==> src/rtl/avg_pool_unit.sv <==
// avg_pool_unit -- non-overlapping window average of a signed sample stream.
//
// Accumulates WINDOW accepted samples and publishes their mean (floor
// division, via arithmetic shift) on the edge that accepts the last one.
// Samples may arrive with arbitrary idle gaps; windows may run back-to-back.
//
// Ports
//   clk     : clock, rising edge
//   rst     : asynchronous active-high reset
//   enable  : sample-accept qualifier
//   layer2  : signed sample, DATA_W bits
//   avg     : registered mean of the last completed window, held until the next
//   valid   : registered one-cycle pulse per completed window
module avg_pool_unit #(
  parameter int DATA_W = 32,
  parameter int WINDOW = 4
) (
  input  logic                     clk,
  input  logic                     rst,
  input  logic                     enable,
  input  logic signed [DATA_W-1:0] layer2,
  output logic signed [DATA_W-1:0] avg,
  output logic                     valid
);

  localparam int SH    = $clog2(WINDOW);
  localparam int ACC_W = DATA_W + SH;

  generate
    if (WINDOW < 2 || WINDOW > 16 || (WINDOW & (WINDOW - 1)) != 0) begin : g_bad_window
      $error("avg_pool_unit: WINDOW must be a power of two in 2..16");
    end
  endgenerate

  logic signed [ACC_W-1:0] acc;
  logic signed [ACC_W-1:0] acc_nxt;
  logic        [SH-1:0]    cnt;
  logic                    last;

  // SH guard bits on top of DATA_W make the sum of WINDOW samples overflow-free.
  assign acc_nxt = acc + {{SH{layer2[DATA_W-1]}}, layer2};
  assign last    = (cnt == SH'(WINDOW - 1));

  always_ff @(posedge clk or posedge rst) begin
    if (rst) begin
      acc   <= '0;
      cnt   <= '0;
      avg   <= '0;
      valid <= 1'b0;
    end else begin
      // valid is a pulse: it drops on every edge that does not complete a window.
      valid <= 1'b0;
      if (enable) begin
        if (last) begin
          // Dropping the low SH bits of the signed sum is an arithmetic shift
          // right (floor toward -inf); the mean always fits DATA_W bits.
          avg   <= acc_nxt[ACC_W-1:SH];
          valid <= 1'b1;
          acc   <= '0;
          cnt   <= '0;
        end else begin
          acc <= acc_nxt;
          cnt <= cnt + 1'b1;
        end
      end
    end
  end

endmodule

==> config.mk <==
export PLATFORM = sky130hd
export DESIGN_NAME = avg_pool_unit
export DESIGN_NICKNAME = d
export VERILOG_FILES = /design/src/rtl/avg_pool_unit.sv
export SDC_FILE = /design/constraint.sdc
export NUM_CORES = 1
export LEC_CHECK = 0
export BUFFER_PORTS_ARGS = -buffer_cell sky130_fd_sc_hd__buf_2
export CAP_MARGIN = 0
export CORE_ASPECT_RATIO = 1.75
export CORE_UTILIZATION = 45
export CTS_BUF_LIST = sky130_fd_sc_hd__clkbuf_4 sky130_fd_sc_hd__clkbuf_8
export CTS_CLUSTER_DIAMETER = 200
export DETAILED_ROUTE_END_ITERATION = 7
export PLACE_DENSITY_LB_ADDON = 0.2
export SKIP_CTS_REPAIR_TIMING = 1
export SLEW_MARGIN = 30
export SYNTH_ARGS = -nofsm -noshare
export SYNTH_HDL_FRONTEND = slang
export SYNTH_SLANG_ARGS = --single-unit
==> constraint.sdc <==
create_clock -name clk -period 3.15 [get_ports clk]
set_clock_uncertainty 0.1 [all_clocks]
set_input_delay 0.1575 -clock clk [delete_from_list [all_inputs] [get_ports clk]]
set_output_delay 0.1575 -clock clk [all_outputs]
set_load 0.01 [all_outputs]
# Yosys cells after proc, flatten, opt, wreduce, memory -nomap -nowiden
# Cells that the tools add are included.
# totals
input_bits	35
out_inout_bits	33
word_cells	12
ff_bits	69
# op_classes
n_eq_ne	1
reduce_logical	1
n_addsub	2
mux	4
# op_table
operator	count
adder 34 bit	1
2-to-1 mux 34 bit	1
adder 2 x 1 -> 2 bit (second input constant)	1
equality test 2 bit (second input constant)	1
2-to-1 mux 1 bit	2
2-to-1 mux 2 bit	1
AND reduction 2 bit	1

# Longest topological paths before layout
# Gate-level depths: netlist of run 1.
# depth
depth_word	3
depth_mapped	12
ltp_nobuf	12

# Least setup slack after synthesis of run 1
# Ideal clock, no wire load.
# synth_timing
path_kind	reg2reg
start	register acc[0]
end	register acc[32]
stages_incl_launch_ff	13
path_buffers	0
t_arrival_ns	2.530
setup_ns	0.141
t_required_ns	2.909
period_less_slack_ns	2.771
slack_ns	0.379
cell_sequence	dfrtp_1 -> ha_1 -> inv_1 -> fa_1 -> nor2b_1 -> o2111ai_1 -> a211oi_1 -> nor4_2 -> o31ai_1 -> and3_4 -> a41oi_2 -> xor2_1 -> o22ai_1
# synth_via
elab_chain_len	2
# synth_lines
element	line	text
from (decl)	35	logic signed [ACC_W-1:0] acc;
from (signal assigned)	62	acc <= acc_nxt;
adder 34 bit	41	assign acc_nxt = acc + {{SH{layer2[DATA_W-1]}}, layer2};
2-to-1 mux 34 bit	54	if (last) begin
# Every way passes these cells.
# A chain may end at the register's enable or synchronous reset.

# Worst setup path in the final report of run 1
# layout_timing
start	register acc[4]
end	register acc[33]
# The elaborated chain is that of the path after synthesis.

==> out/metrics.cfg, run 1 <==
[synthesis]
asyncSetResetFlopFracSynth = 1.00
synth_nets = 517
syn-mean-instance-area_um2 = 9.23
total_of_warnings_raised_by_yosys = 0
ys_types = 48
synth_seq_area_share = 0.419
synthesis.instances = 447
synth_ff_type = sky130_fd_sc_hd__dfrtp_1
netlist_area_um2 = 4120
ys_ff_latch = 69
synth_enable_flop_cells = 0

[global_route]
grt_pass1_wl_um = 15800
groute.usage.overall = 0.219
grt_pass1_vias = 3483
grt_antenna_before_repair = 0
grtUsageMet2 = 0.402
grt.met3_usage = 0.0454
met1_usage = 0.232
grt_busiest_layer = met2
grt_max_degree = 40
grt_overflow = 0

[timing]
clock.fmax_mhz = 335
report.final.setup_viol = 0
timing.final.crit_period_ps = 2990
max-slew-margin-rel = 0.674
timing.final.crit_share = 0.948
worst_slew_pin_slew_ps = 484
finalSetupTns_ps = 0
final.hold.worst_slack_ps = 65.0
timing_max_transition_violations_final = 0
hold_violations = 0
rsz0062_at_grt = false

[layout]
fraction_of_final_layout_cells_sized_beyond_drive_strength_1 = 0.210
final_layout_fill_cell_count = 854
finalNetCount = 590
areaGrowthSynthToFinish_pct = 17.7
insertedDiodeCount = 0

[run]
maxCapViolations = 0

[routing]
ant_nets = 0
post_drt_wl_per_cell_um = 14.9
dr.pass1.iters = 4
post-route-drc-count = 0
finalWirelength_um = 9550
initialDrtViolationCount = 153
vias = 3456
avgViaCountPerCell = 5.38

[die]
coreArea_um2 = 8780
fp-row-count = 45
floorplan.die_area_um2 = 9570
top_level_ports = 68
chipHeight_um = 129
fp.dieW_um = 74.4
initial_standard_cell_utilization_of_the_core = 0.470

[placed_design]
gp_routability_congestion = 0.858
portBuffers = 67
place.detailed.hpwl_um = 7310

[clocking]
cts_num_sinks = 69
clk-insertion-delay-late_ps = 370
cts_tree = done
post_cts_clock_slew_at_the_launch_and_capture_registers_of_the_worst_setup_and_hold_paths_ps = 90
ctsHtreeMaxLevel = 3
cts_root_buf = sky130_fd_sc_hd__clkbuf_8
number_of_clock_buffers_inserted_by_tritoncts = 9
clockBufferDepth = 2

[setup_path]
cp-start-kind = register
critPathBufInv = 0
critical-path-max-stage-delay_ps = 460
list_of_cells_traversed_by_the_critical_path = ha_1, a21o_1, a31o_1, o2111ai_1, a31o_2, a31oi_4, a211o_1, nand3_1, or4b_1, o311ai_1
cp.arrival_ps = 3140
cp_top_family = compound AO/OA/AOI/OAI gates
setup.worst_path.class = register to register
worst_path_max_delay_cell = sky130_fd_sc_hd__or4b_1
worst-path-max-fanout = 5
worst-endpoint-required_ps = 3310
worst_setup_ep_type = register

[min_path]
hold_path.class = primary input to register

[pwr]
power_leakage_nw = 2.44
powerDensity_nw_per_um2 = 1050
vdd_ir_drop_max_mv = 0.496

[status]
run_status = finished clean

==> logic make-up (layout without fill, tap and decap cells) <==
logic type               Yosys count  in the layout  share of synthesized area
AO/OA/AOI/OAI                    150            150                      0.225
XOR/XNOR                          32             32                     0.0713
AND/OR/NAND/NOR                   99             99                      0.113
adder cells (fa/ha/maj)           35             35                      0.108
flip-flops                        69             69                      0.419
buffers and inverters             58            136                     0.0528
multiplexers                       4              4                     0.0106
==> per-layer routing <==
metal | up-vias | part of all wire
met5 | - | 0
met4 | 0 | 0.020
met3 | 19 | 0.034
met2 | 79 | 0.55
met1 | 1631 | 0.40
li1 | 1727 | -
==> stage by stage <==
step                cells  setup WS [ps]   util  power (mW)  cell area (µm²)
CTS                   640           7.34  0.547        5.09             4810
finish                642            164  0.553        5.10             4860
floorplan             447            379      -        3.59             4120
detailed placement    624           33.6  0.525        4.33             4610
global placement      624            151  0.525        4.26             4610
global route          642           26.6  0.553        5.56             4860
==> power by group <==
| part | switching (mW) | leakage, nW | internal [mW] |
|---|---|---|---|
| Combinational | 1.64 | 1.49 | 1.21 |
| Clock | 0.371 | 0.0954 | 0.367 |
| Sequential | 0.213 | 0.862 | 1.30 |
==> worst reg2reg max path: cells and delay by family (launching register included) <==
kind                     cells  cell delay, ps
adder cells (fa/ha/maj)      1             350
AO/OA/AOI/OAI                7            1490
flip-flops                   1             390
AND/OR/NAND/NOR              2             550
==> state kept, by name, indices dropped and copies added, names as in the netlist <==
register / flops
acc: 34
avg: 32
cnt: 2
valid: 1
==> Yosys cell counts, types with 2 or more instances <==
cell                        instances  area, µm²
sky130_fd_sc_hd__dfrtp_1           69       1730
sky130_fd_sc_hd__nand2_1           53        199
sky130_fd_sc_hd__o21ai_0           45        225
sky130_fd_sc_hd__inv_1             44        165
sky130_fd_sc_hd__ha_1              34        425
sky130_fd_sc_hd__a21oi_1           30        150
sky130_fd_sc_hd__o22ai_1           30        188
sky130_fd_sc_hd__xor2_1            17        149
sky130_fd_sc_hd__a21o_1            15        113
sky130_fd_sc_hd__clkbuf_1          14       52.6
sky130_fd_sc_hd__nor2_1            14       52.6
sky130_fd_sc_hd__xnor2_1           14        123
sky130_fd_sc_hd__nor2b_1            8       50.1
sky130_fd_sc_hd__a31oi_1            4       25.0
sky130_fd_sc_hd__nand3_1            4       20.0
sky130_fd_sc_hd__a211oi_1           3       22.5
sky130_fd_sc_hd__a31o_2             3       26.3
sky130_fd_sc_hd__and3_1             3       18.8
sky130_fd_sc_hd__mux2_2             3       33.8
sky130_fd_sc_hd__nand2b_1           3       18.8
sky130_fd_sc_hd__nor3_1             3       15.0
sky130_fd_sc_hd__o21ai_1            3       15.0
sky130_fd_sc_hd__o31ai_1            3       22.5
sky130_fd_sc_hd__a221o_1            2       20.0
sky130_fd_sc_hd__nand4_1            2       12.5
sky130_fd_sc_hd__o2111ai_1          2       17.5
==> worst paths after layout <==
check                           cells past startpoint  slack [ps]      end       from
worst max register to register                     10         160  acc[33]     acc[4]
min in group asynchronous                           3         140   acc[3]        rst
worst max-delay path                               10         160  acc[33]     acc[4]
worst min register to register                      2         380  avg[23]    avg[23]
worst min-delay path                                4          70   acc[0]  layer2[0]
max in group asynchronous                           4        2030  acc[14]        rst
==> cell type report <==
class	count	area [µm²]	share of cell area
Clock buffer	9	124	0.0255
Clock inverter	7	76.3	0.0157
Inverter	44	165	0.0340
Multi-Input combinational cell	320	2210	0.456
Sequential cell	69	1730	0.356
Tap cell	117	146	0.0301
Timing Repair Buffer	76	405	0.0835
==> cell usage in the layout, fill, tap and decap left out, types with 7 or more instances in the layout <==
cell type and n:
sky130_fd_sc_hd__a21o_1 15, sky130_fd_sc_hd__a21oi_1 30, sky130_fd_sc_hd__buf_2 67, sky130_fd_sc_hd__buf_4 8
sky130_fd_sc_hd__clkbuf_8 9, sky130_fd_sc_hd__dfrtp_1 69, sky130_fd_sc_hd__ha_1 34, sky130_fd_sc_hd__inv_1 43
sky130_fd_sc_hd__nand2_1 52, sky130_fd_sc_hd__nor2_1 14, sky130_fd_sc_hd__nor2b_1 7, sky130_fd_sc_hd__o21ai_0 44
sky130_fd_sc_hd__o22ai_1 30, sky130_fd_sc_hd__xnor2_1 14, sky130_fd_sc_hd__xor2_1 17
Note: power is estimated with default switching activity, not from simulation.
==> run 2, diff against run 1 <==
- BUFFER_PORTS_ARGS: -buffer_cell sky130_fd_sc_hd__buf_2 -> -buffer_cell sky130_fd_sc_hd__clkbuf_2
==> run 2 against run 1 <==
Worst hold slack better by 24 ps. Non-clock buffer count is 1 lower. Design area is 1.2% lower. Cell count shrank 0.62%. Power decreased by 2.8%. Critical path depth stayed put. Worst setup slack better by 20 ps. First-iteration DRC count shrank 24%. Count of clock-buffer cells in the layout up 1. Critical endpoint unchanged. Largest power group unchanged.
==> out/metrics.cfg, run 2 (synthesis results as in run 1) <==
[status]
run_status = finished clean

[timing]
finalSetupTns_ps = 0
clock.fmax_mhz = 337
max-slew-margin-rel = 0.651
final.hold.worst_slack_ps = 89.1
report.final.setup_viol = 0
hold_violations = 0
worst_slew_pin_slew_ps = 523
timing.final.crit_share = 0.942
timing.final.crit_period_ps = 2970
rsz0062_at_grt = false
timing_max_transition_violations_final = 0

[setup_path]
cp-start-kind = register
cp.depth = 10
critPathLaunch = acc[4]
r2r_cells = 10
cp.arrival_ps = 3110
worst-endpoint-required_ps = 3290
worst_path_max_delay_cell = sky130_fd_sc_hd__or4b_1
cp_capture_point = acc[33]
worst_setup_ep_type = register
critPathBufInv = 0
worst-path-max-fanout = 5
setup.worst_path.class = register to register
regToRegEndpoint = acc[33]
list_of_cells_traversed_by_the_critical_path = ha_1, a21o_1, a31o_1, o2111ai_1, a31o_2, a31oi_4, a211o_1, nand3_1, or4b_1, o311ai_1
cp_top_family = compound AO/OA/AOI/OAI gates
critical-path-max-stage-delay_ps = 430
reg2reg_slack_ps = 180
r2r_start = acc[4]

[layout]
areaGrowthSynthToFinish_pct = 16.4
final_cell_count_no_fill = 638
reg.largest.list = acc: 34 flops, avg: 32 flops, cnt: 2 flops
insertedDiodeCount = 0
fraction_of_final_layout_cells_sized_beyond_drive_strength_1 = 0.202
regMostFlops = acc
finalNetCount = 589
final_util = 0.546
stdcell_area_um2 = 4800
mostFrequentLayoutCells = 69 x sky130_fd_sc_hd__dfrtp_1, 67 x sky130_fd_sc_hd__clkbuf_2, 52 x sky130_fd_sc_hd__nand2_1, 43 x sky130_fd_sc_hd__inv_1, 43 x sky130_fd_sc_hd__o21ai_0
most_common_cell_after_layout_fill_and_taps_aside = sky130_fd_sc_hd__dfrtp_1
largest_reg_flops = 34

[placed_design]
placed_cells = 624
placed_cell_area_um2 = 4610
portBuffers = 67
gp_routability_congestion = 0.832
place.detailed.hpwl_um = 7120

[pwr]
seq_power_share = 0.306
cellInternalPower_mw = 2.79
powerDensity_nw_per_um2 = 1030
power_leakage_nw = 2.43
p_clk_frac = 0.123
power_switching_mw = 2.16
combinationalPowerShare = 0.571
vdd_ir_drop_max_mv = 0.440
switching_share = 0.437

[die]
floorplan.die_area_um2 = 9570
chipHeight_um = 129
initial_standard_cell_utilization_of_the_core = 0.470
coreArea_um2 = 8780
top_level_ports = 68
fp-row-count = 45
fp.dieW_um = 74.4

[global_route]
grt_pass1_wl_um = 15600
groute.usage.overall = 0.214
grt_antenna_before_repair = 0
grt_overflow = 0
grt_max_degree = 42
grt_pass1_vias = 3482

[routing]
initialDrtViolationCount = 116
post-route-drc-count = 0
ant_nets = 0
finalWirelength_um = 9380
post_drt_wl_per_cell_um = 14.7
avgViaCountPerCell = 5.37
vias = 3424
dr.pass1.iters = 4

[clocking]
number_of_clock_buffers_inserted_by_tritoncts = 9
clk-insertion-delay-late_ps = 350
cts_tree = done
cts_num_sinks = 69
clockBufferDepth = 2
cts_root_buf = sky130_fd_sc_hd__clkbuf_8
ctsHtreeMaxLevel = 3
post_cts_clock_slew_at_the_launch_and_capture_registers_of_the_worst_setup_and_hold_paths_ps = 70

[run]
maxCapViolations = 0

[min_path]
hold_path.class = primary input to register

==> run 2: routing by layer <==
metal	GRT usage	up-vias	share of wire
met1	0.225	1622	0.40
met3	0.0470	14	0.029
met4	0.0921	0	0.024
li1	-	1723	-
met2	0.395	65	0.54
met5	0	-	0
==> run 2: stage by stage <==
step	power (mW)	setup slack, ps
after floorplan	3.59	379
after global placement	4.27	185
after detailed placement	4.33	113
after CTS	4.96	94.4
after global routing	5.43	9.08
final	4.95	184
==> run 2: cell type report <==
cell class	instances	area, µm²
Fill cell	846	3990
Clock buffer	10	138
Timing Repair Buffer	75	398
Tap cell	117	146
Inverter	44	165
Multi-Input combinational cell	320	2210
Clock inverter	3	15.0
Sequential cell	69	1730
==> run 2: power by group through the flow <==
stage	registers (mW)	logic, mW	clock network, mW
finish	1.52	2.83	0.608
global route	1.57	3.20	0.658
CTS	1.52	2.81	0.631
detailed placement	1.53	2.80	0
global placement	1.51	2.75	0
floorplan	1.58	2.01	0
==> run 2: worst min path at each step <==
stage / startpoint / to / slack [ps] / cells after the start
detailed placement: rst / acc[31] / -50 / 2
global placement: rst / acc[31] / -50 / 2
global route: layer2[0] / acc[0] / 120 / 4
CTS: rst / acc[1] / -430 / 2
floorplan: enable / acc[18] / 270 / 2
finish: layer2[0] / acc[0] / 90 / 4
==> run 2: worst reg2reg max path, cell delays in order (launching register included) <==
cell                        delay (ps)
sky130_fd_sc_hd__dfrtp_1           390
sky130_fd_sc_hd__ha_1              350
sky130_fd_sc_hd__a21o_1            220
sky130_fd_sc_hd__a31o_1            210
sky130_fd_sc_hd__o2111ai_1         260
sky130_fd_sc_hd__a31o_2            260
sky130_fd_sc_hd__a31oi_4           130
sky130_fd_sc_hd__a211o_1           310
sky130_fd_sc_hd__nand3_1            90
sky130_fd_sc_hd__or4b_1            430
sky130_fd_sc_hd__o311ai_1          100
